`src/rtl/hamming_pkg.sv`:
```
// Shared Hamming(12,8) definitions: code geometry plus the syndrome,
// extract and encode helpers used by both the encoder and the decoder.
package hamming_pkg;

  localparam int DATA_W = 8;
  localparam int CW_W   = 12;

  // Hamming position (1-based) of each data bit d0..d7.
  localparam int DATA_POS [0:DATA_W-1] = '{3, 5, 6, 7, 9, 10, 11, 12};

  // Bit k of the syndrome is the even parity over every position whose
  // index has bit k set, parity positions included.
  function automatic logic [3:0] calc_syndrome(input logic [CW_W-1:0] cw);
    logic [3:0] s;
    s = '0;
    for (int pos = 1; pos <= CW_W; pos++) begin
      for (int k = 0; k < 4; k++) begin
        if (pos[k]) begin
          s[k] = s[k] ^ cw[pos-1];
        end
      end
    end
    return s;
  endfunction

  // Gathers d0..d7 from their code positions.
  function automatic logic [DATA_W-1:0] extract_data(input logic [CW_W-1:0] cw);
    logic [DATA_W-1:0] d;
    d = '0;
    for (int i = 0; i < DATA_W; i++) begin
      d[i] = cw[DATA_POS[i]-1];
    end
    return d;
  endfunction

  // With the parity positions still zero, the syndrome of the data-only
  // word is exactly the parity needed at positions 1, 2, 4 and 8.
  function automatic logic [CW_W-1:0] encode_data(input logic [DATA_W-1:0] d);
    logic [CW_W-1:0] cw;
    logic [3:0]      p;
    cw = '0;
    for (int i = 0; i < DATA_W; i++) begin
      cw[DATA_POS[i]-1] = d[i];
    end
    p     = calc_syndrome(cw);
    cw[0] = p[0];
    cw[1] = p[1];
    cw[3] = p[2];
    cw[7] = p[3];
    return cw;
  endfunction

endpackage

```
`src/rtl/hamming_decoder_12to8_pipe_correct.sv`:
```
// Combinational single-error correction for one Hamming(12,8) codeword.
// The syndrome is computed upstream with calc_syndrome and arrives already
// registered, so this block only flips, extracts and raises the flags.
module hamming_correct_12
  import hamming_pkg::*;
(
  input  logic [CW_W-1:0]   codeword,
  input  logic [3:0]        syndrome,
  output logic [DATA_W-1:0] data,
  output logic              corrected,
  output logic              uncorrectable
);

  logic [CW_W-1:0] fixed;

  // Flip the position named by a 1..12 syndrome; 13..15 cannot be a single error.
  always_comb begin
    fixed         = codeword;
    corrected     = 1'b0;
    uncorrectable = 1'b0;
    if (syndrome >= 4'd13) begin
      uncorrectable = 1'b1;
    end else if (syndrome != 4'd0) begin
      corrected = 1'b1;
      for (int p = 1; p <= CW_W; p++) begin
        if (syndrome == p[3:0]) begin
          fixed[p-1] = ~codeword[p-1];
        end
      end
    end
    data = extract_data(fixed);
  end

endmodule

```
`src/rtl/hamming_decoder_12to8_pipe.sv`:
```
// Two-stage Hamming(12,8) SEC decoder with valid/ready on both sides and
// saturating corrected/uncorrectable beat counters.
module hamming_decoder_12to8_pipe
  import hamming_pkg::*;
#(
  parameter int COUNT_W = 16
)
(
  input  logic               clk,
  input  logic               rst,
  input  logic               in_valid,
  output logic               in_ready,
  input  logic [CW_W-1:0]    in_codeword,
  output logic               out_valid,
  input  logic               out_ready,
  output logic [DATA_W-1:0]  out_data,
  output logic               out_corrected,
  output logic               out_uncorrectable,
  output logic [3:0]         out_syndrome,
  input  logic               clr_counters,
  output logic [COUNT_W-1:0] cnt_corrected,
  output logic [COUNT_W-1:0] cnt_uncorrectable
);

  localparam logic [COUNT_W-1:0] CNT_MAX = '1;

  logic              adv;
  logic              s1_valid;
  logic [CW_W-1:0]   s1_codeword;
  logic [3:0]        s1_syndrome;
  logic [DATA_W-1:0] fix_data;
  logic              fix_corrected;
  logic              fix_uncorrectable;
  logic              s1_moves;

  // The whole pipe advances together whenever the output slot is free or draining.
  assign adv      = !out_valid || out_ready;
  assign in_ready = adv;
  assign s1_moves = adv && s1_valid;

  hamming_correct_12 u_correct (
    .codeword      (s1_codeword),
    .syndrome      (s1_syndrome),
    .data          (fix_data),
    .corrected     (fix_corrected),
    .uncorrectable (fix_uncorrectable)
  );

  // Stage 1: capture the incoming codeword together with its syndrome.
  always_ff @(posedge clk or posedge rst) begin
    if (rst) begin
      s1_valid    <= 1'b0;
      s1_codeword <= '0;
      s1_syndrome <= '0;
    end else if (adv) begin
      s1_valid    <= in_valid;
      s1_codeword <= in_codeword;
      s1_syndrome <= calc_syndrome(in_codeword);
    end
  end

  // Stage 2: register corrected data and flags; bubbles load zeros so idle outputs read 0.
  always_ff @(posedge clk or posedge rst) begin
    if (rst) begin
      out_valid         <= 1'b0;
      out_data          <= '0;
      out_corrected     <= 1'b0;
      out_uncorrectable <= 1'b0;
      out_syndrome      <= '0;
    end else if (adv) begin
      out_valid <= s1_valid;
      if (s1_valid) begin
        out_data          <= fix_data;
        out_corrected     <= fix_corrected;
        out_uncorrectable <= fix_uncorrectable;
        out_syndrome      <= s1_syndrome;
      end else begin
        out_data          <= '0;
        out_corrected     <= 1'b0;
        out_uncorrectable <= 1'b0;
        out_syndrome      <= '0;
      end
    end
  end

  // Count corrected beats as they enter stage 2; clear beats a same-cycle increment.
  always_ff @(posedge clk or posedge rst) begin
    if (rst) begin
      cnt_corrected <= '0;
    end else if (clr_counters) begin
      cnt_corrected <= '0;
    end else if (s1_moves && fix_corrected && (cnt_corrected != CNT_MAX)) begin
      cnt_corrected <= cnt_corrected + 1'b1;
    end
  end

  // Count uncorrectable beats the same way, saturating at all-ones.
  always_ff @(posedge clk or posedge rst) begin
    if (rst) begin
      cnt_uncorrectable <= '0;
    end else if (clr_counters) begin
      cnt_uncorrectable <= '0;
    end else if (s1_moves && fix_uncorrectable && (cnt_uncorrectable != CNT_MAX)) begin
      cnt_uncorrectable <= cnt_uncorrectable + 1'b1;
    end
  end

endmodule

```
`config.mk`:
```
export PLATFORM = sky130hd
export DESIGN_NAME = hamming_decoder_12to8_pipe
export DESIGN_NICKNAME = d
export VERILOG_FILES = /design/src/rtl/hamming_pkg.sv /design/src/rtl/hamming_decoder_12to8_pipe_correct.sv /design/src/rtl/hamming_decoder_12to8_pipe.sv
export SDC_FILE = /design/constraint.sdc
export NUM_CORES = 1
export LEC_CHECK = 0
export CAP_MARGIN = 10
export CORE_ASPECT_RATIO = 1.5
export CORE_MARGIN = 2
export CORE_UTILIZATION = 50
export CTS_CLUSTER_SIZE = 20
export DETAILED_ROUTE_END_ITERATION = 10
export GPL_TIMING_DRIVEN = 0
export PLACE_DENSITY = 0.84
export SYNTH_ARGS = -nofsm -noshare
export SYNTH_HDL_FRONTEND = slang
export SYNTH_SLANG_ARGS = --single-unit
export TNS_END_PERCENT = 5
```
`constraint.sdc`:
```
create_clock -name clk -period 2.34 [get_ports clk]
set_input_delay 0.468 -clock clk [delete_from_list [all_inputs] [get_ports clk]]
set_output_delay 0.468 -clock clk [all_outputs]
set_load 0.01 [all_outputs]
```
## Word level (Yosys, flattened, before mapping)

Index checks and enable logic that the tools add are counted.

| cells by class | value |
|---|---|
| $add $sub $neg | 2 |
| reductions and logical operators | 10 |
| equal/unequal tests | 14 |
| order comparisons | 1 |
| muxes and demuxes | 43 |
| bitwise gates (word level) | 30 |

Operators with widths:

| kind | number |
|---|---|
| 16-bit 2-to-1 mux | 4 |
| 1-bit 2-to-1 mux | 35 |
| 16-bit by 1-bit adder with 16-bit output, second input constant | 2 |
| 16-bit != test, second input constant | 2 |
| 12-bit 2-to-1 mux | 2 |
| 4-bit equality test, second input constant | 5 |
| 1-bit XOR | 18 |
| 4-bit by 3-bit equality test with 1-bit output, second input constant | 4 |
| 1-bit NOT | 12 |
| 4-bit by 2-bit equality test with 1-bit output, second input constant | 2 |
| 8-bit 2-to-1 mux | 1 |
| 1-bit logical AND | 5 |
| 4-bit by 1-bit equality test with 1-bit output, second input constant | 1 |
| 4-bit greater-or-equal comparator, second input constant | 1 |
| 4-bit 2-to-1 mux | 1 |
| 2-bit nonzero test | 2 |
| 4-bit nonzero test | 1 |
| 1-bit zero test | 1 |
| 1-bit logical OR | 1 |

| storage, ports and cells | value |
|---|---|
| flip-flop bits (word level) | 64 |
| word-level logic and storage cells | 110 |
| output and inout bits | 48 |
| input bits | 17 |

## Logic depth before layout (Yosys ltp)

Gate-level depths: netlist (run 1).

| depth | value |
|---|---|
| word-level depth | 12 |
| depth in mapped cells | 8 |
| gate-level depth less buffers | 6 |

## Hierarchy

From an unflattened synthesis (run 1), not the netlist that was laid out.

| second synthesis, totals | value |
|---|---|
| cell total of the unflattened synthesis | 378 |
| area, all modules | 3462.1 um^2 |

Modules (own cells, without submodules):

| module | cells each | instances | seq. area each (um^2) | area an instance (um^2) |
|---|---|---|---|---|
| hamming_decoder_12to8_pipe | 357 | 1 | 1601.5 | 3256.9 |
| hamming_correct_12 | 21 | 1 | 0.0 | 205.2 |

## Least setup slack after synthesis (run 1)

Ideal clock, no wire load.

| path | value |
|---|---|
| kind | register -> register |
| start | reg out_valid |
| end | reg cnt_uncorrectable[9] |
| arrival time | 1829 ps |
| path slack | 379 ps |
| cell stages (with the launch flop) | 9 |
| clock period less this slack | 1961 ps |
| required time | 2208 ps |
| cells stage by stage | dfrtp_1 > nor2b_1 > clkbuf_1 > or3b_1 > buf_6 > buf_6 > nor4b_1 > xnor2_1 > nor2_1 |

| between the ends | value |
|---|---|
| longest elaborated chain between the ends | 6 |

RTL lines:

| item | RTL line | RTL |
|---|---|---|
| start: declaration | hamming_decoder_12to8_pipe.sv:14 | `output logic out_valid,` |
| start signal: assignment | hamming_decoder_12to8_pipe.sv:71 | `out_valid <= s1_valid;` |
| 1-bit zero test | hamming_decoder_12to8_pipe.sv:37 | `assign adv = !out_valid \|\| out_ready;` |
| 1-bit logical OR | hamming_decoder_12to8_pipe.sv:37 |  |
| 1-bit logical AND | hamming_decoder_12to8_pipe.sv:39 | `assign s1_moves = adv && s1_valid;` |
| 1-bit logical AND (2 in a row) | hamming_decoder_12to8_pipe.sv:103 | `end else if (s1_moves && fix_uncorrectable && (cnt_uncorrectable != CNT_MAX)) begin` |
| 2-bit nonzero test (no source line) | n/a |  |
| end signal: assignment | hamming_decoder_12to8_pipe.sv:104 | `cnt_uncorrectable <= cnt_uncorrectable + 1'b1;` |
| end: declaration | hamming_decoder_12to8_pipe.sv:22 | `output logic [COUNT_W-1:0] cnt_uncorrectable` |

Every way passes these cells.
A chain may end at the register's enable or synchronous reset.

## Final worst setup path (run 1)

| path | value |
|---|---|
| start | in out_ready |
| end | reg cnt_uncorrectable[13] |

| between the ends | value |
|---|---|
| longest elaborated chain between the ends | 5 |

RTL lines:

| item | RTL line | RTL |
|---|---|---|
| start: declaration | hamming_decoder_12to8_pipe.sv:15 | `input logic out_ready,` |
| 1-bit logical OR | hamming_decoder_12to8_pipe.sv:37 |  |
| 1-bit logical AND | hamming_decoder_12to8_pipe.sv:39 |  |
| 1-bit logical AND (2 in a row) | hamming_decoder_12to8_pipe.sv:103 |  |
| 2-bit nonzero test (no source line) | n/a |  |

Every way passes these cells.

==> results of run 1 <==
-- report_power, final --
group          switching [W]  leakage (nW)  internal, W
sequential          0.000104         0.798      0.00114
combinational       0.000277         0.685     0.000280
clock               0.000414         0.122     0.000736
total               0.000795          1.61      0.00215
-- final cells by class --
class / count / share of cell area [%]
Multi-Input combinational cell: 249 / 35.97
Inverter: 10 / 0.9169
Buffer: 15 / 1.864
Sequential cell: 60 / 36.67
Tap cell: 74 / 2.262
Timing Repair Buffer: 66 / 16.23
Clock buffer: 10 / 3.362
Clock inverter: 6 / 2.720
-- cell families (layout without fill, tap and decap cells) --
| logic type | count (synthesis) | count (layout) | share of synthesized area [%] |
|---|---|---|---|
| muxes | 3 | 3 | 1.015 |
| adders and majority gates | 2 | 2 | 0.8119 |
| buffers and inverters | 25 | 107 | 3.532 |
| and+or+nand+nor | 166 | 166 | 25.82 |
| xor gates and xnor gates | 48 | 48 | 13.64 |
| DFF | 60 | 60 | 48.72 |
| AOI/OAI and AO/OA | 30 | 30 | 6.455 |
-- state kept, by name, indices dropped and copies added (netlist names) --
| register | flops |
|---|---|
| cnt_uncorrectable | 16 |
| out_data | 8 |
| cnt_corrected | 16 |
| out_uncorrectable | 1 |
| out_corrected | 1 |
| s1_codeword | 8 |
| s1_syndrome | 4 |
| s1_valid | 1 |
| out_valid | 1 |
| out_syndrome | 4 |
-- worst max-delay path by stage --
stage,from,to,slack [ps],depth (start not counted)
after detailed placement,out_ready,in_ready,-380,6
after global routing,out_ready,cnt_uncorrectable[10]$_DFFE_PP0P_,-20,9
after global placement,rst,cnt_uncorrectable[10]$_DFFE_PP0P_,-600,2
after CTS,out_ready,in_ready,20,6
final,out_ready,cnt_uncorrectable[13]$_DFFE_PP0P_,40,9
after floorplan,out_valid$_DFFE_PP0N_,cnt_uncorrectable[9]$_DFFE_PP0P_,380,8
-- layout by cell type, fill, tap and decap left out, types with 9 or more instances in the layout --
cell             count
clkbuf_1             9
clkbuf_8            10
clkdlybuf4s50_1     62
dfrtp_1             60
inv_1                9
nand2_1             56
nand3_1             11
nor2_1              39
nor3_1              13
nor4_1              14
o21ai_0             14
xnor2_1             43
-- routing by layer --
| metal | GRT usage (%) | routed length, um | up-vias |
|---|---|---|---|
| met4 | 7.692 | 74 | 0 |
| met5 | 0 | 0 | - |
| li1 | - | - | 1303 |
| met1 | 26.71 | 2646 | 1302 |
| met3 | 5.381 | 315 | 11 |
| met2 | 39.73 | 3969 | 95 |
-- worst max-delay path, cell delays in order --
cell and delay, ps:
clkdlybuf4s50_1 480, nor2b_1 50, clkbuf_2 150, or3b_1 430
buf_6 150, buf_6 130, nor4b_1 410, xnor2_1 170
nor2_1 50
-- timing repair --
action / 4_1_cts / 5_1_grt
pin swaps: 0 / 1
buffers inserted: 0 / 2
resized for setup: 3 / 2
endpoints found under the setup margin: 1 / 13
cloned: 0 / 0
-- per-stage QoR --
step	worst slack (ps)	hold WS [ps]	power, W	cells	setup TNS, ps
3_3_place_gp	-601.9	462.3	0.001785	471	-40130
4_1_cts	20.30	440.2	0.002951	488	0
6_report	35.34	434.6	0.002949	490	0
2_1_floorplan	379.2	459.8	0.001551	334	0
3_5_place_dp	-377.8	472.3	0.001804	472	-5164
5_1_grt	-22.22	469.5	0.003092	490	-48.17
==> impl_metrics.env, run 1 <==
export IMPL_synth_top_cells_by_count="dfrtp_1 (60), nand2_1 (56), xnor2_1 (43)"
export IMPL_gp_congestion=0.8145
export IMPL_cts_buffer_depth=2
export IMPL_worst_setup_path_type="in -> reg"
export IMPL_powerDensity_mw_per_mm2=720.4
export IMPL_core_area_mm2=0.006043
export IMPL_synthesis_nets=353
export IMPL_cts_htree_levels=3
export IMPL_num_vias=2711
export IMPL_yosysTopAreaCell="dfrtp_1"
export IMPL_start_util_pct=50.99
export IMPL_post_drt_wl_per_cell_um=14.30
export IMPL_synth_cells=334
export IMPL_area_growth_pct=32.85
export IMPL_hpwl_um=5146
export IMPL_finalCritPeriodShare_pct=98.49
export IMPL_yosysSeqAreaShare_pct=48.72
export IMPL_ys_warn_count=0
export IMPL_synth_distinct_cells=37
export IMPL_antenna_found_initial=0
export IMPL_drc=0
export IMPL_grt_ovfl_total=0
export IMPL_rr_startpoint="out_valid$_DFFE_PP0N_"
export IMPL_ioPinCount=65
export IMPL_avgSynthCellArea_um2=9.227
export IMPL_drive_gt1_share_pct=6.490
export IMPL_r2r_slack_ps=180
export IMPL_multiInputGateArea_mm2=0.001473
export IMPL_cts_buffers_inserted=9
export IMPL_critPathArrivalTime_ps=2500
export IMPL_synth_edff_count=0
export IMPL_crit_fanout=10
export IMPL_fillers=489
export IMPL_grt_pass1_vias=2533
export IMPL_viasPerCell=5.533
export IMPL_hp_class="in -> async"
export IMPL_setup_viol=0
export IMPL_utilization_pct=67.74
export IMPL_synth_most_common_cell="dfrtp_1"
export IMPL_track_usage_pct=22.76
export IMPL_max_slew_margin_pct=55.93
export IMPL_period_minus_slack_ps=2305
export IMPL_end_kind="register"
export IMPL_portBuffers=63
export IMPL_clock_root_buffer="clkbuf_8"
export IMPL_netlist_area_mm2=0.003082
export IMPL_drt_pre_antenna_iters=5
export IMPL_worst_pin_slew_ps=656.1
export IMPL_drtAntennaViolNets=0
export IMPL_grt_max_degree=44
export IMPL_reg2regPathDepth=8
export IMPL_drv_cap=0
export IMPL_cts_tree="yes"
export IMPL_die_w_um=68.10
export IMPL_final_max_slew_viol_count=0
export IMPL_clock_latency_ps=330
export IMPL_status="completed"
export IMPL_stdcell_area_mm2=0.004094
export IMPL_nets=430
export IMPL_clk_pin_slew_worst_paths_ps=70
export IMPL_fin_skew_ps=7.092
export IMPL_synth_flop_cell="dfrtp_1"
export IMPL_die_height_um=100.2
export IMPL_drt_initial_drc_count=170
export IMPL_synth_top_area_share_pct=48.72
export IMPL_place_area_mm2=0.003825
export IMPL_final_hold_violation_count=0
export IMPL_fmax_mhz=433.9
export IMPL_ys_seq_elements=60
export IMPL_antenna_diode_count=0
export IMPL_dieArea_mm2=0.006820
export IMPL_cts_hold_buf=0
export IMPL_synth_area_leaders="dfrtp_1 (49%), xnor2_1 (12%), nand2_1 (6.8%)"
export IMPL_startpoint_type="input pin"
export IMPL_grt_pass1_wl_um=11760
export IMPL_p_leak_nw=1.605
export IMPL_wirelength_um=7006
export IMPL_synth_async_reset_ratio_pct=100.0
export IMPL_rows=35
export IMPL_seq_area_mm2=0.001501
export IMPL_numClockSinks=60
export IMPL_cp_required_ps=2540
export IMPL_ir_drop_v=0.0004173
export IMPL_r2r_end="cnt_uncorrectable[13]$_DFFE_PP0P_"
(Power assumes the default switching activity.)
==> inputs of run 2 (changes only) <==
--- a/config.mk
+++ b/config.mk
@@ -13,6 +13,7 @@
 export DETAILED_ROUTE_END_ITERATION = 10
 export GPL_TIMING_DRIVEN = 0
 export PLACE_DENSITY = 0.84
+export SKIP_LAST_GASP = 1
 export SYNTH_ARGS = -nofsm -noshare
 export SYNTH_HDL_FRONTEND = slang
 export SYNTH_SLANG_ARGS = --single-unit
==> impl_metrics.env, run 2 (same netlist as run 1, synthesis figures left out) <==
export IMPL_gp_congestion=0.8145
export IMPL_clk_pin_slew_worst_paths_ps=70
export IMPL_layout_commonest_cell="clkdlybuf4s50_1"
export IMPL_crit_fanout=10
export IMPL_grt_ovfl_total=0
export IMPL_mostFrequentLayoutCells="clkdlybuf4s50_1 (62), dfrtp_1 (60), nand2_1 (56), xnor2_1 (43), nor2_1 (39)"
export IMPL_portBuffers=63
export IMPL_path_cells="clkdlybuf4s50_1, nor2b_1, clkbuf_2, or3b_1, buf_6, buf_6, nor4b_1, xnor2_1, nor2_1"
export IMPL_max_slew_margin_pct=57.39
export IMPL_drtAntennaViolNets=0
export IMPL_antenna_diode_count=0
export IMPL_fmax_mhz=433.3
export IMPL_cts_hold_buf=0
export IMPL_r2r_end="cnt_uncorrectable[13]$_DFFE_PP0P_"
export IMPL_crit_slowest_cell="clkdlybuf4s50_1"
export IMPL_ir_drop_v=0.0004174
export IMPL_hp_class="in -> async"
export IMPL_holdWs_ps=434.6
export IMPL_final_hold_violation_count=0
export IMPL_finalCritPeriodShare_pct=98.62
export IMPL_drv_cap=0
export IMPL_start_util_pct=50.99
export IMPL_setup_viol=0
export IMPL_ioPinCount=65
export IMPL_placedCellCount=472
export IMPL_final_cell_count_no_fill=490
export IMPL_largestRegisters="cnt_corrected x16, cnt_uncorrectable x16"
export IMPL_numClockSinks=60
export IMPL_reg2regPathDepth=8
export IMPL_dieArea_mm2=0.006820
export IMPL_cts_htree_levels=3
export IMPL_num_vias=2710
export IMPL_rsz0062_at_grt="yes"
export IMPL_cpLargestDelayFamily="simple AND/OR/NAND/NOR gates"
export IMPL_fillers=488
export IMPL_clock_latency_ps=330
export IMPL_area_growth_pct=32.81
export IMPL_slowest_delay_ps=480
export IMPL_fin_skew_ps=7.182
export IMPL_antenna_found_initial=0
export IMPL_end_kind="register"
export IMPL_cts_buffer_depth=2
export IMPL_grt_max_degree=44
export IMPL_powerDensity_mw_per_mm2=720.5
export IMPL_finalPower_w=0.002949
export IMPL_grt_pass1_wl_um=11760
export IMPL_die_height_um=100.2
export IMPL_critPathArrivalTime_ps=2510
export IMPL_seq_area_mm2=0.001501
export IMPL_startpoint_type="input pin"
export IMPL_viasPerCell=5.531
export IMPL_drt_pre_antenna_iters=5
export IMPL_rows=35
export IMPL_grt_pass1_vias=2533
export IMPL_track_usage_pct=22.76
export IMPL_nets=430
export IMPL_final_max_slew_viol_count=0
export IMPL_cpMostUsedCell="buf_6"
export IMPL_clock_root_buffer="clkbuf_8"
export IMPL_post_drt_wl_per_cell_um=14.35
export IMPL_status="completed"
export IMPL_die_w_um=68.10
export IMPL_drt_initial_drc_count=172
export IMPL_wirelength_um=7033
export IMPL_hpwl_um=5146
export IMPL_core_area_mm2=0.006043
export IMPL_period_minus_slack_ps=2308
export IMPL_multiInputGateArea_mm2=0.001471
export IMPL_worst_setup_path_type="in -> reg"
export IMPL_drive_gt1_share_pct=6.490
export IMPL_drc=0
export IMPL_worst_path_buf_inv=4
export IMPL_cts_tree="yes"
export IMPL_cts_buffers_inserted=9
export IMPL_r2r_slack_ps=180
export IMPL_rr_startpoint="out_valid$_DFFE_PP0N_"
export IMPL_cp_required_ps=2540
export IMPL_finalSetupTns_ps=0
export IMPL_worst_pin_slew_ps=633.2
export IMPL_p_leak_nw=1.605
run 2: final cells by class:
cell class                      count  area share, %
Clock inverter                      6          2.721
Buffer                             15          1.865
Multi-Input combinational cell    249          35.95
Tap cell                           74          2.262
Timing Repair Buffer               66          16.23
Sequential cell                    60          36.69
Clock buffer                       10          3.363
Inverter                           10         0.9171
run 2: power breakdown:
part | total [W] | switching (W) | internal (W)
combinational | 0.000557 | 0.000277 | 0.000280
sequential | 0.00124 | 0.000104 | 0.00114
clock | 0.00115 | 0.000413 | 0.000736
run 2: per-layer routing:
layer | global-route usage (%) | share of wire [%]
met1 | 26.71 | 38
met2 | 39.73 | 56
met3 | 5.381 | 4.7
met4 | 7.692 | 1.1
met5 | 0 | 0
run 2: how the worst max path moves through the flow:
stage | slack (ps) | startpoint | cells past startpoint | endpoint
floorplan | 380 | out_valid$_DFFE_PP0N_ | 8 | cnt_uncorrectable[9]$_DFFE_PP0P_
global placement | -600 | rst | 2 | cnt_uncorrectable[10]$_DFFE_PP0P_
detailed placement | -380 | out_ready | 6 | in_ready
CTS | 20 | out_ready | 6 | in_ready
global route | -70 | out_ready | 8 | cnt_uncorrectable[4]$_DFFE_PP0P_
finish | 30 | out_ready | 9 | cnt_uncorrectable[13]$_DFFE_PP0P_
run 2: per-stage QoR:
| stage | util, % | setup slack, ps | instance area (um^2) |
|---|---|---|---|
| floorplan | - | 379.2 | 3082 |
| global placement | 62.96 | -601.9 | 3805 |
| detailed placement | 63.29 | -377.8 | 3825 |
| CTS | 67.45 | 20.30 | 4076 |
| global route | 67.72 | -68.81 | 4093 |
| finish | 67.72 | 32.25 | 4093 |
run 2: timing repair:
item,CTS,global route
setup endpoints to repair,1,13
pin swaps,0,1
resized for setup,3,1
buffers inserted,0,2
cloned,0,0
==> inputs of run 3 (changes only) <==
--- a/config.mk
+++ b/config.mk
@@ -8,11 +8,12 @@
 export CAP_MARGIN = 10
 export CORE_ASPECT_RATIO = 1.5
 export CORE_MARGIN = 2
-export CORE_UTILIZATION = 50
+export CORE_UTILIZATION = 45
 export CTS_CLUSTER_SIZE = 20
 export DETAILED_ROUTE_END_ITERATION = 10
 export GPL_TIMING_DRIVEN = 0
-export PLACE_DENSITY = 0.84
+export PLACE_DENSITY = 0.77
+export REMOVE_ABC_BUFFERS = 1
 export SKIP_LAST_GASP = 1
 export SYNTH_ARGS = -nofsm -noshare
 export SYNTH_HDL_FRONTEND = slang
==> impl_metrics.env, run 3 (same netlist as run 1, synthesis figures left out) <==
export IMPL_status="completed"
export IMPL_finalPower_w=0.002585
export IMPL_critPathLaunch="out_ready"
export IMPL_crit_fanout=10
export IMPL_cts_buffers_inserted=9
export IMPL_startpoint_type="input pin"
export IMPL_mostFrequentLayoutCells="clkdlybuf4s50_1 (64), dfrtp_1 (60), nand2_1 (56), xnor2_1 (43), nor2_1 (39)"
export IMPL_period_minus_slack_ps=2330
export IMPL_largestRegisters="cnt_corrected x16, cnt_uncorrectable x16"
export IMPL_cp_required_ps=1870
export IMPL_end_kind="output port"
export IMPL_worst_pin_slew_ps=785.3
export IMPL_num_vias=2657
export IMPL_layout_commonest_cell="clkdlybuf4s50_1"
export IMPL_ioPinCount=65
export IMPL_numClockSinks=60
export IMPL_drt_pre_antenna_iters=4
export IMPL_drive_gt1_share_pct=7.824
export IMPL_area_growth_pct=31.91
export IMPL_antenna_diode_count=0
export IMPL_portBuffers=64
export IMPL_r2r_slack_ps=90
export IMPL_drtAntennaViolNets=0
export IMPL_finalSetupTns_ps=0
export IMPL_clock_latency_ps=330
export IMPL_clock_root_buffer="clkbuf_8"
export IMPL_fin_skew_ps=7.991
export IMPL_fmax_mhz=429.2
export IMPL_gp_congestion=0.8791
export IMPL_grt_pass1_vias=2570
export IMPL_reg2regPathDepth=7
export IMPL_antenna_found_initial=0
export IMPL_setup_viol=0
export IMPL_layout_setup_ws_ps=10.08
export IMPL_nets=427
export IMPL_cp_depth=4
export IMPL_critPathArrivalTime_ps=1860
export IMPL_rows=36
export IMPL_grt_ovfl_total=0
export IMPL_endpoint="in_ready"
export IMPL_grt_max_degree=34
export IMPL_hpwl_um=4851
export IMPL_start_util_pct=46.86
export IMPL_cts_tree="yes"
export IMPL_drt_initial_drc_count=135
export IMPL_cpMostUsedCell="clkdlybuf4s50_1"
export IMPL_final_max_slew_viol_count=0
export IMPL_drc=0
export IMPL_slowest_delay_ps=530
export IMPL_p_leak_nw=1.600
export IMPL_hp_class="reg -> reg"
export IMPL_grt_pass1_wl_um=11820
export IMPL_post_drt_wl_per_cell_um=14.20
export IMPL_rr_startpoint="cnt_corrected[0]$_DFFE_PP0P_"
export IMPL_path_cells="clkdlybuf4s50_1, nor2b_4, clkinvlp_4, clkdlybuf4s50_1"
export IMPL_finalCritPeriodShare_pct=99.57
export IMPL_clk_pin_slew_worst_paths_ps=50
export IMPL_die_w_um=71.57
export IMPL_drv_cap=0
export IMPL_crit_slowest_cell="clkdlybuf4s50_1"
export IMPL_max_slew_margin_pct=47.17
export IMPL_track_usage_pct=19.81
export IMPL_ir_drop_v=0.0004160
export IMPL_rsz0062_at_grt="yes"
export IMPL_worst_setup_path_type="in -> out"
export IMPL_viasPerCell=5.478
export IMPL_place_ws_ps=-800.6
export IMPL_dieArea_mm2=0.007540
export IMPL_worst_path_buf_inv=3
export IMPL_die_height_um=105.4
export IMPL_final_hold_violation_count=0
export IMPL_cpLargestDelayFamily="buffers and inverters"
export IMPL_cts_hold_buf=0
export IMPL_r2r_end="cnt_corrected[5]$_DFFE_PP0P_"
export IMPL_core_area_mm2=0.006576
export IMPL_cts_htree_levels=3
export IMPL_wirelength_um=6888
export IMPL_cts_buffer_depth=2
export IMPL_powerDensity_mw_per_mm2=636.0
==> run 3: cell count changes in the layout (fill, tap and decap cells not counted), sizes merged <==
| cell | delta |
|---|---|
| clkinv | -2 |
| buf | +7 |
| inv | -1 |
| bufinv | -3 |
| dlygate4sd2 | -1 |
| clkdlybuf4s50 | +2 |
| clkbuf | -9 |
==> run 3: layout make-up <==
type                       instances  area (um^2)
timing repair buffer              78        795.8
multi-input combinational        249         1486
clock buffer                      12        145.1
tap                               76        95.09
inverter                          10        41.29
fill                             570         2511
sequential                        60         1501
==> run 3: how the worst min path moves through the flow <==
stage	startpoint	cells after the start	slack, ps	endpoint
detailed placement	out_uncorrectable$_DFFE_PP0N_	2	470	out_uncorrectable$_DFFE_PP0N_
CTS	out_uncorrectable$_DFFE_PP0N_	2	480	out_uncorrectable$_DFFE_PP0N_
finish	out_uncorrectable$_DFFE_PP0N_	2	480	out_uncorrectable$_DFFE_PP0N_
floorplan	s1_codeword[10]$_DFFE_PP0N_	2	460	s1_codeword[10]$_DFFE_PP0N_
global placement	out_corrected$_DFFE_PP0N_	2	460	out_corrected$_DFFE_PP0N_
global route	s1_codeword[8]$_DFFE_PP0N_	2	510	s1_codeword[8]$_DFFE_PP0N_
==> run 3: timing repair <==
action | in CTS | in global routing
setup endpoints to repair | 17 | 9
pin swaps | 1 | 0
hold endpoints to repair | 0 | 0
setup buffers | 2 | 8
resized for setup | 0 | 4
==> run 3: metrics by stage <==
step / hold WS, ps / instances / area [um^2] / utilization [%]
6_report: 477.1 / 485 / 4065 / 61.82
5_1_grt: 511.3 / 485 / 4065 / 61.82
4_1_cts: 483.4 / 476 / 3974 / 60.43
3_5_place_dp: 470.7 / 462 / 3801 / 57.80
3_3_place_gp: 464.9 / 459 / 3746 / 56.96
2_1_floorplan: 459.8 / 319 / 3010 / -
==> run 3: power by group <==
part	internal, W	total (W)	switching, W
registers	0.00114	0.00126	0.000120
logic	0.000311	0.000579	0.000268
clock network	0.000390	0.000747	0.000357
total	0.00184	0.00259	0.000745
==> run 3: per-layer routing <==
metal	track usage, %	wire length [um]
met1	23.52	2772
met2	33.73	3713
met3	4.876	256
met4	8.086	146
met5	0	0
==> run 3: worst reg2reg max path: stages, from the launching register on <==
cell	delay [ps]
dfrtp_1	530
ha_1	270
nand4_1	110
nor4_1	610
buf_2	300
nor3_1	80
xnor2_1	140
nor2_1	60
